File: src/rtl/swap_tim_rx.sv
// Far-end receiver for the swap_tim sync stream: measures line timing
// (sync width, gate delay, gate length, line length), lines per frame and lock.
module swap_tim_rx #(
  parameter int CW         = 16,
  parameter int LOCK_LINES = 4
) (
  input  logic          clk,
  input  logic          rst_n,
  input  logic          ena,
  input  logic          hsync,
  input  logic          vsync,
  input  logic          daten,
  output logic [CW-1:0] meas_hsync,
  output logic [CW-1:0] meas_gdel,
  output logic [CW-1:0] meas_gate,
  output logic [CW-1:0] meas_hlen,
  output logic [CW-1:0] lines,
  output logic          meas_valid,
  output logic          frame_start,
  output logic          locked,
  output logic          err
);

  localparam logic [CW-1:0] CMAX     = {CW{1'b1}};
  localparam logic [CW-1:0] ONE      = {{(CW-1){1'b0}}, 1'b1};
  localparam logic [CW-1:0] ZERO     = {CW{1'b0}};
  localparam logic [3:0]    LOCK_MAX = 4'(LOCK_LINES);

  logic          hs_q, vs_q, de_q;
  logic [CW-1:0] hcnt_r, vcnt_r;
  logic          ovf_r;
  logic [CW-1:0] w_r, d_r, f_r;
  logic          w_seen_r, d_seen_r, f_seen_r;
  logic          started_r;
  logic [3:0]    lock_cnt_r;

  logic          hs_rise_s, hs_fall_s, vs_rise_s, de_rise_s, de_fall_s;
  logic          meas_ok_s, commit_s, bad_s, same_s;
  logic [CW-1:0] gdel_s, gate_s;
  logic [3:0]    lock_nxt_s;

  assign hs_rise_s = ena &  hsync & ~hs_q;
  assign hs_fall_s = ena & ~hsync &  hs_q;
  assign vs_rise_s = ena &  vsync & ~vs_q;
  assign de_rise_s = ena &  daten & ~de_q;
  assign de_fall_s = ena & ~daten &  de_q;

  assign gdel_s    = d_r - w_r;
  assign gate_s    = f_r - d_r;
  assign meas_ok_s = w_seen_r & d_seen_r & f_seen_r & ~ovf_r & (w_r < d_r) & (d_r < f_r);
  // The first rise after reset only opens a line, so it neither commits nor errors.
  assign commit_s  = hs_rise_s & started_r &  meas_ok_s;
  assign bad_s     = hs_rise_s & started_r & ~meas_ok_s;
  assign same_s    = (w_r == meas_hsync) && (gdel_s == meas_gdel) &&
                     (gate_s == meas_gate) && (hcnt_r == meas_hlen);

  // Next lock count from the commit/err outcome of this tick.
  always_comb begin
    lock_nxt_s = lock_cnt_r;
    if (bad_s) begin
      lock_nxt_s = 4'd0;
    end else if (commit_s) begin
      if (!same_s) begin
        lock_nxt_s = 4'd1;
      end else if (lock_cnt_r < LOCK_MAX) begin
        lock_nxt_s = lock_cnt_r + 4'd1;
      end else begin
        lock_nxt_s = lock_cnt_r;
      end
    end else begin
      lock_nxt_s = lock_cnt_r;
    end
  end

  // Input history; resets high so a sync held through reset is not a rise.
  always_ff @(posedge clk or negedge rst_n) begin
    if (!rst_n) begin
      hs_q <= 1'b1;
      vs_q <= 1'b1;
      de_q <= 1'b1;
    end else if (ena) begin
      hs_q <= hsync;
      vs_q <= vsync;
      de_q <= daten;
    end
  end

  // Line counter with sticky overflow, restarted by each hsync rise.
  always_ff @(posedge clk or negedge rst_n) begin
    if (!rst_n) begin
      hcnt_r    <= ZERO;
      ovf_r     <= 1'b0;
      started_r <= 1'b0;
    end else if (hs_rise_s) begin
      hcnt_r    <= ONE;
      ovf_r     <= 1'b0;
      started_r <= 1'b1;
    end else if (ena) begin
      if (hcnt_r == CMAX) begin
        ovf_r <= 1'b1;
      end else begin
        hcnt_r <= hcnt_r + ONE;
      end
    end
  end

  // First-occurrence edge capture within the current line.
  always_ff @(posedge clk or negedge rst_n) begin
    if (!rst_n) begin
      w_r      <= ZERO;
      d_r      <= ZERO;
      f_r      <= ZERO;
      w_seen_r <= 1'b0;
      d_seen_r <= 1'b0;
      f_seen_r <= 1'b0;
    end else if (hs_rise_s) begin
      w_seen_r <= 1'b0;
      d_seen_r <= 1'b0;
      f_seen_r <= 1'b0;
    end else begin
      if (hs_fall_s && !w_seen_r) begin
        w_r      <= hcnt_r;
        w_seen_r <= 1'b1;
      end
      if (de_rise_s && !d_seen_r) begin
        d_r      <= hcnt_r;
        d_seen_r <= 1'b1;
      end
      if (de_fall_s && !f_seen_r) begin
        f_r      <= hcnt_r;
        f_seen_r <= 1'b1;
      end
    end
  end

  // Measurement outputs, pulses and lock state.
  always_ff @(posedge clk or negedge rst_n) begin
    if (!rst_n) begin
      meas_hsync <= ZERO;
      meas_gdel  <= ZERO;
      meas_gate  <= ZERO;
      meas_hlen  <= ZERO;
      meas_valid <= 1'b0;
      err        <= 1'b0;
      lock_cnt_r <= 4'd0;
      locked     <= 1'b0;
    end else begin
      meas_valid <= commit_s;
      err        <= bad_s;
      lock_cnt_r <= lock_nxt_s;
      locked     <= (lock_nxt_s == LOCK_MAX);
      if (commit_s) begin
        meas_hsync <= w_r;
        meas_gdel  <= gdel_s;
        meas_gate  <= gate_s;
        meas_hlen  <= hcnt_r;
      end
    end
  end

  // Frame line counting; a coincident hsync rise counts as line 1 of the new frame.
  always_ff @(posedge clk or negedge rst_n) begin
    if (!rst_n) begin
      vcnt_r      <= ZERO;
      lines       <= ZERO;
      frame_start <= 1'b0;
    end else begin
      frame_start <= vs_rise_s;
      if (vs_rise_s) begin
        lines  <= vcnt_r;
        vcnt_r <= hs_rise_s ? ONE : ZERO;
      end else if (hs_rise_s && (vcnt_r != CMAX)) begin
        vcnt_r <= vcnt_r + ONE;
      end
    end
  end

endmodule

File: config.mk
export PLATFORM = sky130hd
export DESIGN_NAME = swap_tim_rx
export DESIGN_NICKNAME = d
export VERILOG_FILES = /design/src/rtl/swap_tim_rx.sv
export SDC_FILE = /design/constraint.sdc
export NUM_CORES = 1
export LEC_CHECK = 0
export BUFFER_PORTS_ARGS = -buffer_cell sky130_fd_sc_hd__buf_2
export CAP_MARGIN = 25
export CORE_UTILIZATION = 45
export DETAILED_ROUTE_END_ITERATION = 7
export PLACE_DENSITY = 0.68
export REMOVE_ABC_BUFFERS = 1
export SLEW_MARGIN = 5
export SYNTH_ARGS = -nofsm -noshare
export SYNTH_HDL_FRONTEND = slang
export SYNTH_SLANG_ARGS = --single-unit
File: constraint.sdc
create_clock -name clk -period 5 [get_ports clk]
set_input_delay 0.75 -clock clk [delete_from_list [all_inputs] [get_ports clk]]
set_output_delay 0.75 -clock clk [all_outputs]
set_load 0.005 [all_outputs]
==> results_dict.tcl <==
set metrics [dict create \
    synth_top_area_share_pct 42.2 \
    synth_fa_ha_area_share_pct 4.78 \
    top_layer_used "met4" \
    rows 54 \
    htreeDepth 4 \
    dr_wl_met2_mm 11.6 \
    antenna_found_initial 0 \
    crit_required_ns 5.32 \
    finalCritPeriodShare_pct 82.1 \
    irDropWorstVdd_uv 245 \
    grt_pass1_wl_mm 41.9 \
    overflow 0 \
    critical_path_class "register to register" \
    first_global_vias 7656 \
    wl_met1_mm 12.3 \
    yosys_warnings 0 \
    p_seq_share_pct 29.1 \
    routed_wl_mm 25.8 \
    grt_start_max_net_pins 78 \
    netlist_instances 1038 \
    synth_edf_count 0 \
    wl_met3_mm 1.37 \
    io-pin-count 90 \
    antenna_cells 0 \
    port_buffers 89 \
    grt_use_total_pct 23.0 \
    p_sw_uw 2350 \
    detailed_place_hpwl_mm 19.3 \
    synthSimpleGateAreaFrac_pct 16.6 \
    muxShareOfSynthArea_pct 8.62 \
    worst_slack_ns 0.895 \
    mostFrequentLayoutCells "173 x dfrtp_1, 98 x nand2_1, 88 x buf_2" \
    sw_frac_of_total_pct 40.5 \
    post_cts_buffers 0 \
    clkSinkCount 176 \
    tritoncts "done" \
    postCtsHoldBufs 0 \
    cap_violations 0 \
    initial_core_util_pct 46.4 \
    tightest_slew_ns 0.901 \
    period_minus_slack_ns 4.10 \
    die_area_sq_um 23400 \
    fmax_mhz 244 \
    vias_per_cell 5.71 \
    synthXorXnorAreaFrac_pct 10.5 \
    worstSetupEndpointType "register" \
    worstHoldPathType "input port to asynchronous set/reset pin" \
    finalNetCount 1144 \
    r2r-start "f_r[0]" \
    drv_slew 0 \
    yosysTopAreaCell "dfrtp_1" \
    initialDrtViolationCount 525 \
    p_leak_uw 0.00560 \
    cellPowerDensity_nw_per_um2 505 \
    setup_violations 0 \
    area_growth_pct 12.1 \
    synth_area_leaders "dfrtp_1 42%, mux2_2 8.2%, xnor2_1 5.5%, ha_1 4.4%, o21ai_0 4.1%" \
    ctsRootBufferMaster "clkbuf_16" \
    startpoint "f_r[0]" \
    status "finished clean" \
    synth_compound_area_share_pct 12.5 \
    core_area_sq_um 22100 \
    post_cts_resized 0 \
    cts_max_path_buffers 2 \
    firstDrtPassIters 5 \
    num_vias 7954 \
    gp_congestion 0.953 \
    clk_latency_ns 0.44 \
    cts_made_buffers 17 \
    dp_slack_ns 0.955 \
    path_clk_slew_ns 0.07 \
    power.internal_uw 3450 \
    avgRoutedWirePerCell_um 18.5 \
    remaining_drc_errors 0 \
    drive_gt1_share_pct 20.2 \
    detail-route-antenna-nets 0 \
    power_frac_comb_pct 48.1 \
    syn_avg_cell_area_sq_um 9.89 \
    async_reset_ff_share_pct 100 \
    fp.dieW_um 153 \
    startpoint_type "register" \
    fp.dieH_um 153 \
    placedCellCount 1361 \
    max_slew_margin_pct 40.0 \
    cp.arrival_ns 4.43 \
    p_clk_share_pct 22.8 \
    synth_top_family_by_area "simple AND/OR/NAND/NOR gates" \
    fin_cells 1393 \
    crit_fanout 40 \
    rsz0062_at_grt "false" \
    ys_ff_latch 176 \
    finalSetupTns_ns 0 \
    mostFrequentLayoutCell "dfrtp_1" \
    hold_viol 0 \
    clock_skew_ns 0.0110 \
    synthFlopType "dfrtp_1" \
    synth_seq_area_share_pct 43.0 \
    synthesis.area_sq_um 10300 \
    synth_cell_types 75 \
]
==> layout make-up <==
cell class,count,area (sq um)
flip-flops and latches,176,4410
repair buffers,97,524
fillers,1989,10600
clock buffers,17,425
inverters,48,180
multi-input cells,760,5460
well taps,280,350
clock inverters,15,160
==> path summary, 6_finish.rpt <==
kind | endpoint | slack, ns | cells after the start
worst max-delay path | meas_gdel[1] | 0.90 | 13
worst min-delay path | hcnt_r[6] | 0.35 | 1
worst max register to register | meas_gdel[1] | 0.90 | 13
worst min register to register | vs_q | 0.48 | 2
max in group asynchronous | vcnt_r[2] | 3.53 | 2
min in group clk | vs_q | 0.48 | 2
==> worst max-delay path: stages (launching register included) <==
cell and delay (ns):
dfrtp_1 0.38, inv_1 0.06, ha_1 0.15, inv_1 0.05
fa_1 0.42, a21o_1 0.23, a221o_2 0.45, a21oi_2 0.25
o21ai_0 0.23, o31ai_1 0.45, nor2_1 0.23, nand3_4 0.42
buf_12 0.27, mux2_2 0.36
==> cell usage after synthesis (4+ instances only) <==
cell type,number
ha_1,36
nor4_1,15
nand2_1,98
buf_2,13
xor2_1,40
nand3_1,20
nor2b_1,4
o21ai_0,84
nand4_1,23
o21a_1,8
a211oi_1,7
clkbuf_1,34
xnor2_1,64
nand4b_1,5
inv_1,48
and4_1,9
nand3b_1,4
xnor3_1,5
or4_1,5
dfrtp_1,173
mux2i_1,4
a21oi_1,37
a21o_1,10
nor2_1,63
o31ai_1,5
nor3b_1,5
mux2_2,75
or3_1,10
nand2b_1,13
nor3_1,19
o21bai_1,4
and3_1,16
and2_1,8
==> stage by stage <==
stage	hold WS, ns	cell area (sq um)	utilization (%)	power (uW)
final	0.349	11500	52.1	5810
after global routing	0.412	11500	52.1	6180
after CTS	0.385	11500	52.1	5810
after detailed placement	0.468	10900	49.4	4460
after global placement	0.466	10900	49.4	4440
after floorplan	0.449	10000	-	3760
==> layer usage <==
layer / global-route usage, % / vias up
li1: - / 3820
met1: 33.0 / 3854
met2: 35.2 / 239
met3: 4.22 / 41
met4: 6.73 / 0
met5: 0 / -
==> power by group through the flow <==
| stage | clock network (uW) | registers, uW | logic, uW |
|---|---|---|---|
| finish | 1320 | 1690 | 2790 |
| global route | 1400 | 1710 | 3070 |
| CTS | 1350 | 1690 | 2770 |
| detailed placement | 0 | 1720 | 2750 |
| global placement | 0 | 1710 | 2730 |
| floorplan | 0 | 1680 | 2080 |
==> kinds of logic after synthesis <==
group,count (synthesis)
adder cells (fa/ha/maj),38
AND/OR/NAND/NOR,330
flip-flops,176
AO/OA/AOI/OAI,202
buffers and inverters,102
multiplexers,79
XOR/XNOR,111
No activity file was read; power rests on OpenSTA's default activity.
